$ cat src/rtl/arbitro_escrita_reg.sv
// Write-port arbiter: two writeback requesters (A = ALU, B = load) share one
// register-bank write port through one-entry hold buffers and a round-robin pointer.
module arbitro_escrita_reg #(
  parameter int PRIO_INICIAL = 0,
  parameter int DATA_W       = 32
) (
  input  logic              clk,
  input  logic              rst_n,
  input  logic              ValidA,
  input  logic [4:0]        RegA,
  input  logic [DATA_W-1:0] DataA,
  output logic              ReadyA,
  input  logic              ValidB,
  input  logic [4:0]        RegB,
  input  logic [DATA_W-1:0] DataB,
  output logic              ReadyB,
  output logic              RegWrite,
  output logic [4:0]        WriteRegister,
  output logic [DATA_W-1:0] WriteData,
  output logic [31:0]       Pending
);

  logic              run_p0;
  logic              hold_a_vld_p0;
  logic [4:0]        hold_a_reg_p0;
  logic [DATA_W-1:0] hold_a_data_p0;
  logic              hold_b_vld_p0;
  logic [4:0]        hold_b_reg_p0;
  logic [DATA_W-1:0] hold_b_data_p0;
  logic              prio_b_p0;
  logic              grant_a;
  logic              grant_b;
  logic              load_a;
  logic              load_b;

  always_comb begin
    grant_a = hold_a_vld_p0 && (!hold_b_vld_p0 || !prio_b_p0);
    grant_b = hold_b_vld_p0 && (!hold_a_vld_p0 || prio_b_p0);
    // run_p0 keeps both ports closed until the first edge after reset release
    ReadyA  = run_p0 && (!hold_a_vld_p0 || grant_a);
    ReadyB  = run_p0 && (!hold_b_vld_p0 || grant_b);
    load_a  = ValidA && ReadyA && (RegA != 5'd0);
    load_b  = ValidB && ReadyB && (RegB != 5'd0);
  end

  // Stage p0: hold buffers, priority pointer; stage p1: bank write port
  always_ff @(posedge clk or negedge rst_n) begin
    if (!rst_n) begin
      run_p0        <= 1'b0;
      hold_a_vld_p0 <= 1'b0;
      hold_b_vld_p0 <= 1'b0;
      prio_b_p0     <= (PRIO_INICIAL != 0);
      RegWrite      <= 1'b0;
      WriteRegister <= 5'd0;
      WriteData     <= '0;
    end else begin
      run_p0 <= 1'b1;
      if (load_a)       hold_a_vld_p0 <= 1'b1;
      else if (grant_a) hold_a_vld_p0 <= 1'b0;
      if (load_b)       hold_b_vld_p0 <= 1'b1;
      else if (grant_b) hold_b_vld_p0 <= 1'b0;
      if (grant_a)      prio_b_p0 <= 1'b1;
      else if (grant_b) prio_b_p0 <= 1'b0;
      RegWrite <= grant_a || grant_b;
      if (grant_a) begin
        WriteRegister <= hold_a_reg_p0;
        WriteData     <= hold_a_data_p0;
      end else if (grant_b) begin
        WriteRegister <= hold_b_reg_p0;
        WriteData     <= hold_b_data_p0;
      end
    end
  end

  always_ff @(posedge clk) begin
    if (load_a) begin
      hold_a_reg_p0  <= RegA;
      hold_a_data_p0 <= DataA;
    end
    if (load_b) begin
      hold_b_reg_p0  <= RegB;
      hold_b_data_p0 <= DataB;
    end
  end

  always_comb begin
    Pending = '0;
    if (hold_a_vld_p0) Pending[hold_a_reg_p0] = 1'b1;
    if (hold_b_vld_p0) Pending[hold_b_reg_p0] = 1'b1;
    if (RegWrite)      Pending[WriteRegister] = 1'b1;
    Pending[0] = 1'b0;
  end

endmodule

$ cat config.mk
export PLATFORM = sky130hd
export DESIGN_NAME = arbitro_escrita_reg
export DESIGN_NICKNAME = d
export VERILOG_FILES = /design/src/rtl/arbitro_escrita_reg.sv
export SDC_FILE = /design/constraint.sdc
export NUM_CORES = 1
export LEC_CHECK = 0
export ABC_AREA = 1
export ABC_CLOCK_PERIOD_IN_PS = 3300
export BUFFER_PORTS_ARGS = -buffer_cell sky130_fd_sc_hd__buf_2
export CORE_MARGIN = 3
export CORE_UTILIZATION = 30
export CTS_CLUSTER_DIAMETER = 100
export DETAILED_ROUTE_END_ITERATION = 8
export GPL_TIMING_DRIVEN = 0
export PLACE_DENSITY = 0.61
export SYNTH_ARGS = -nofsm -noshare
export SYNTH_HDL_FRONTEND = slang
export SYNTH_SLANG_ARGS = --single-unit
$ cat constraint.sdc
create_clock -name clk -period 3.3 [get_ports clk]
set_input_delay 0.66 -clock clk [delete_from_list [all_inputs] [get_ports clk]]
set_output_delay 0.66 -clock clk [all_outputs]
set_load 0.005 [all_outputs]
* Word-level counts from Yosys, hierarchy flattened
Cells that the tools add are included.
** Word-level totals
- Flip-flop bits (word level) :: 116
- Bits of input ports :: 78
- Output and inout port bits :: 72
** Cells by class
- Order comparisons :: 6
- Multiplexer cells :: 18
- Bitwise gates (word level) :: 2
- Reductions and logical operators :: 24
** Operator list (number)
- $mux 32 :: 5
- $or 32x32->32 :: 2
- $lt 5x6->1 const B :: 3
- $demux 1 s5 :: 3
- $ge 5x1->1 const B :: 3
- $logic_and 1x1->1 :: 11
- $mux 5 :: 2
- $reduce_bool 5->1 :: 2
- $mux 1 :: 8
- $reduce_bool 2->1 :: 3
- $logic_or 1x1->1 :: 5
- $logic_not 1->1 :: 3

* Longest topological paths before layout
- Depth in word-level cells :: 9
- Gate-level depth with buffers :: 7

* Least setup slack after synthesis
No wires, ideal clock.
- Path type :: input port to flip-flop
- Start point :: input port RegB[3]
- End point :: register hold_b_data_p0[0], enable pin
- Library setup time :: 392 ps
- Arrival :: 1587 ps
- Data required time :: 2908 ps
- Setup slack :: 1321 ps
- Stages :: 4
- Cell sequence :: nor2_1 > nand3_1 > nand3_1 > inv_1
** On the way
- Word-level cells in the longest chain between the ends :: 2
** Ends and longest elaborated chain
- start: declaration :: RTL line 14 : input logic [4:0] RegB,
- $reduce_bool 5->1 :: RTL line 43 : load_b = ValidB && ReadyB && (RegB != 5'd0);
- $logic_and 1x1->1 :: RTL line 43
- named net load_b :: RTL line 34 : logic load_b;
- end signal: assignment :: RTL line 82 : hold_b_data_p0 <= DataB;
- end: declaration :: RTL line 29 : logic [DATA_W-1:0] hold_b_data_p0;
The timed path passes the listed nets, and every way through them passes these cells.
A chain may end at the register's enable or synchronous reset.

* Worst setup path in the final report
- Start point :: register WriteRegister[1]
- End point :: output port Pending[26]
** On the way
- Word-level cells in the longest chain between the ends :: 6
- Elaborated cells on any way between the ends :: 7
- Classes of those cells :: order compare (2); mux (3); bitwise (1); reduce/logical (1)
** Ends and longest elaborated chain
- start: declaration :: RTL line 18 : output logic [4:0] WriteRegister,
- start signal: assignment :: RTL line 66 : WriteRegister <= hold_a_reg_p0;
- start signal: assignment :: RTL line 69 : WriteRegister <= hold_b_reg_p0;
- $lt 5x6->1 (not written as such) or $ge 5x1->1 (tied branches) :: RTL line 90 : if (RegWrite) Pending[WriteRegister] = 1'b1;
- $logic_and 1x1->1 (not written as such) :: RTL line 90
- $mux 1 (not written as such) :: RTL line 90
- $demux 1 s5 (*) :: RTL line 90
- $or 32x32->32 (no line) (*)
- $mux 32 (*) :: RTL line 90
- end: declaration :: RTL line 20 : output logic [31:0] Pending
Mark *: on every way between the ends. The rest lies on a longest branch, timed or not.

==> results_dict.tcl <==
set metrics [dict create \
    status "completed" \
    clockPowerShare_pct 44.7 \
    synth.distinct_cells 20 \
    fin_crit_sh_pct 74.1 \
    numCtsBuffers 17 \
    num-nets-final 746 \
    wire_per_inst_um 14.5 \
    clock_latency_ns 0.40 \
    yosysSeqAreaShare_pct 66.1 \
    intPower_mw 3.16 \
    use_met3_pct 4.47 \
    post-dp-hpwl_mm 9.24 \
    worstPathRequired_ns 2.64 \
    slew_violations 0 \
    maxCapViolCount 0 \
    crit_fanout 8 \
    placed_cell_area_um2 5980 \
    fill_cells 1620 \
    dieArea_um2 18100 \
    postCtsSetupRepairBufs 0 \
    use_met2_pct 23.3 \
    die_h_um 134 \
    avgSynthCellArea_um2 9.90 \
    synthTopCellsByArea "edfxtp_1, dfrtp_1, nand2_1" \
    first_pass_iters 4 \
    synthesis.area_um2 4950 \
    gr-usage-met1_pct 19.8 \
    synth_top_area_share_pct 44.9 \
    switchingPower_mw 1.01 \
    critPathSlowestCell "nor2_1" \
    finalSetupTns_ns 0 \
    ctsHoldBuffers 0 \
    leakagePower_nw 3.04 \
    async_reset_ff_share_pct 36.2 \
    worst_slew_pin_slew_ns 1.06 \
    crit_path_start_kind "flop" \
    area_growth_pct 33.2 \
    grt-ovfl-total 0 \
    routed_wl_mm 13.1 \
    yosys_warnings 0 \
    worstPathCellList "nand2_1, nor2_1, nand2_1, nand3_1, buf_2" \
    synth_nets 578 \
    htreeDepth 4 \
    via_count 3946 \
    critical_path_arrival_ns 1.79 \
    ant_nets 0 \
    portBuffers 148 \
    hp-class "input port to flop" \
    rsz0062_at_grt "no" \
    drcViolationCount 0 \
    grt_use_total_pct 14.7 \
    io_pins 150 \
    via_per_inst 4.39 \
    crit_type "flop to output port" \
    irDropWorstVdd_v 0.000348 \
    clock_path_buffers 2 \
    busiest_layer "met2" \
    ys_seq_elements 116 \
    start_util_pct 31.0 \
    slowest_delay_ns 0.49 \
    final.setup_skew_ns 0.00883 \
    max-slew-margin-rel_pct 29.5 \
    ys_top_cells_by_count "nand2_1, edfxtp_1, nand3_1" \
    ctsResizeCount 0 \
    cts-root-buf "clkbuf_16" \
    pwr_density_cell_nw_per_um2 632 \
    yosysMostFrequentCell "nand2_1" \
    p_comb_share_pct 12.3 \
    p_seq_share_pct 43.0 \
    cts_sinks 116 \
    p_total_mw 4.17 \
    hold_viol 0 \
    timing.fmax_mhz 409 \
    design_area_um2 6600 \
    num_rows 46 \
    coreArea_um2 16000 \
    cts_tree "done" \
    p_sw_share_pct 24.3 \
    grt_first_pass_wirelength_mm 20.6 \
    synth_edf_count 74 \
    cpMostUsedCell "nand2_1" \
    syn_inst 500 \
    drt_iter0_markers 225 \
    setup_viol 0 \
    grt_max_degree 43 \
    place_congestion 0.912 \
    drive_above_1_share_pct 30.5 \
    grt_pass1_vias 3783 \
    synth_top_cell_by_area "edfxtp_1" \
    antenna_found_initial 0 \
    fin_crit_ns 2.45 \
    synthFlopType "edfxtp_1" \
    die_x_um 134 \
    cp-end-kind "output port" \
    clk_pin_slew_worst_paths_ns 0.06 \
]
==> path summary, 6_finish.rpt <==
path                       cells past startpoint                  to  slack (ns)          startpoint
max in group asynchronous                      1       WriteData[30]        2.19               rst_n
min                                            1  hold_a_data_p0[25]        0.43           DataA[25]
min in group asynchronous                      1       WriteData[31]        0.46               rst_n
min reg2reg                                    2       WriteData[21]        0.45  hold_b_data_p0[21]
max                                            5         Pending[26]        0.85    WriteRegister[1]
max reg2reg                                    6  hold_a_data_p0[15]        1.40       hold_b_vld_p0
==> kinds of logic after synthesis <==
logic type | count (synthesis) | synth area share [%]
buffers and inverters | 36 | 4.30
flip-flops | 116 | 66.1
AND/OR/NAND/NOR | 344 | 29.0
AO/OA/AOI/OAI | 2 | 0.430
other | 2 | 0.152
==> per-layer routing <==
layer  part of all wire (%)  vias to the layer above
li1                       -                     1978
met1                     43                     1794
met2                     47                      165
met3                    9.6                        9
met4                   0.83                        0
met5                      0                        -
==> layout by cell type, fill, tap and decap left out, drive strengths merged <==
cell type / instances
a21oi: 1
dfrtp: 42
edfxtp: 74
nor2: 35
clkbuf: 23
inv: 23
clkinvlp: 2
nor3: 9
clkinv: 4
nand3: 73
nand3b: 1
bufinv: 3
o21ai: 1
conb: 2
diode: 2
buf: 162
nand2: 226
==> metrics by stage <==
step                      hold slack [ns]  setup WS, ns  utilization, %  cells
after floorplan                     0.364          1.32               -    500
final                               0.434         0.854            41.2    899
after CTS                           0.419         0.864            41.2    897
after global placement              0.431         0.630            37.3    864
after detailed placement            0.437          1.20            37.4    865
after global routing                0.414         0.667            41.2    897
==> area by class of cell <==
| type | instances | area (µm²) | share of cell area, % |
|---|---|---|---|
| tap | 216 | 270 | 4.10 |
| clock inverter | 9 | 129 | 1.95 |
| clock buffer | 23 | 478 | 7.25 |
| buffer | 13 | 124 | 1.88 |
| antenna | 2 | 5.00 | 0.0759 |
| timing repair buffer | 149 | 761 | 11.5 |
| multi-input combinational | 348 | 1470 | 22.2 |
| inverter | 23 | 88.8 | 1.35 |
| sequential | 116 | 3270 | 49.6 |
==> critical path, delay by kind of cell (launching register included) <==
| kind | cells | cell delay [ns] |
|---|---|---|
| buf+inv | 1 | 0.12 |
| flops | 1 | 0.44 |
| simple gates | 4 | 0.83 |
==> state kept, by name, summed over array words and instances, names as in the netlist <==
| register | cells |
|---|---|
| WriteData | 32 |
| hold_a_data_p0 | 32 |
| hold_b_data_p0 | 32 |
| WriteRegister | 5 |
| hold_a_reg_p0 | 5 |
| hold_b_reg_p0 | 5 |
| RegWrite | 1 |
| hold_a_vld_p0 | 1 |
| hold_b_vld_p0 | 1 |
| prio_b_p0 | 1 |
| run_p0 | 1 |
==> power groups by stage <==
stage	logic (mW)	clock network, mW	registers (mW)
2_1_floorplan	0.252	0	1.81
3_3_place_gp	0.510	0	1.82
3_5_place_dp	0.526	0	1.82
4_1_cts	0.527	1.90	1.79
5_1_grt	0.587	1.99	1.81
6_report	0.515	1.86	1.79
Power figures use the tool's default switching activity.
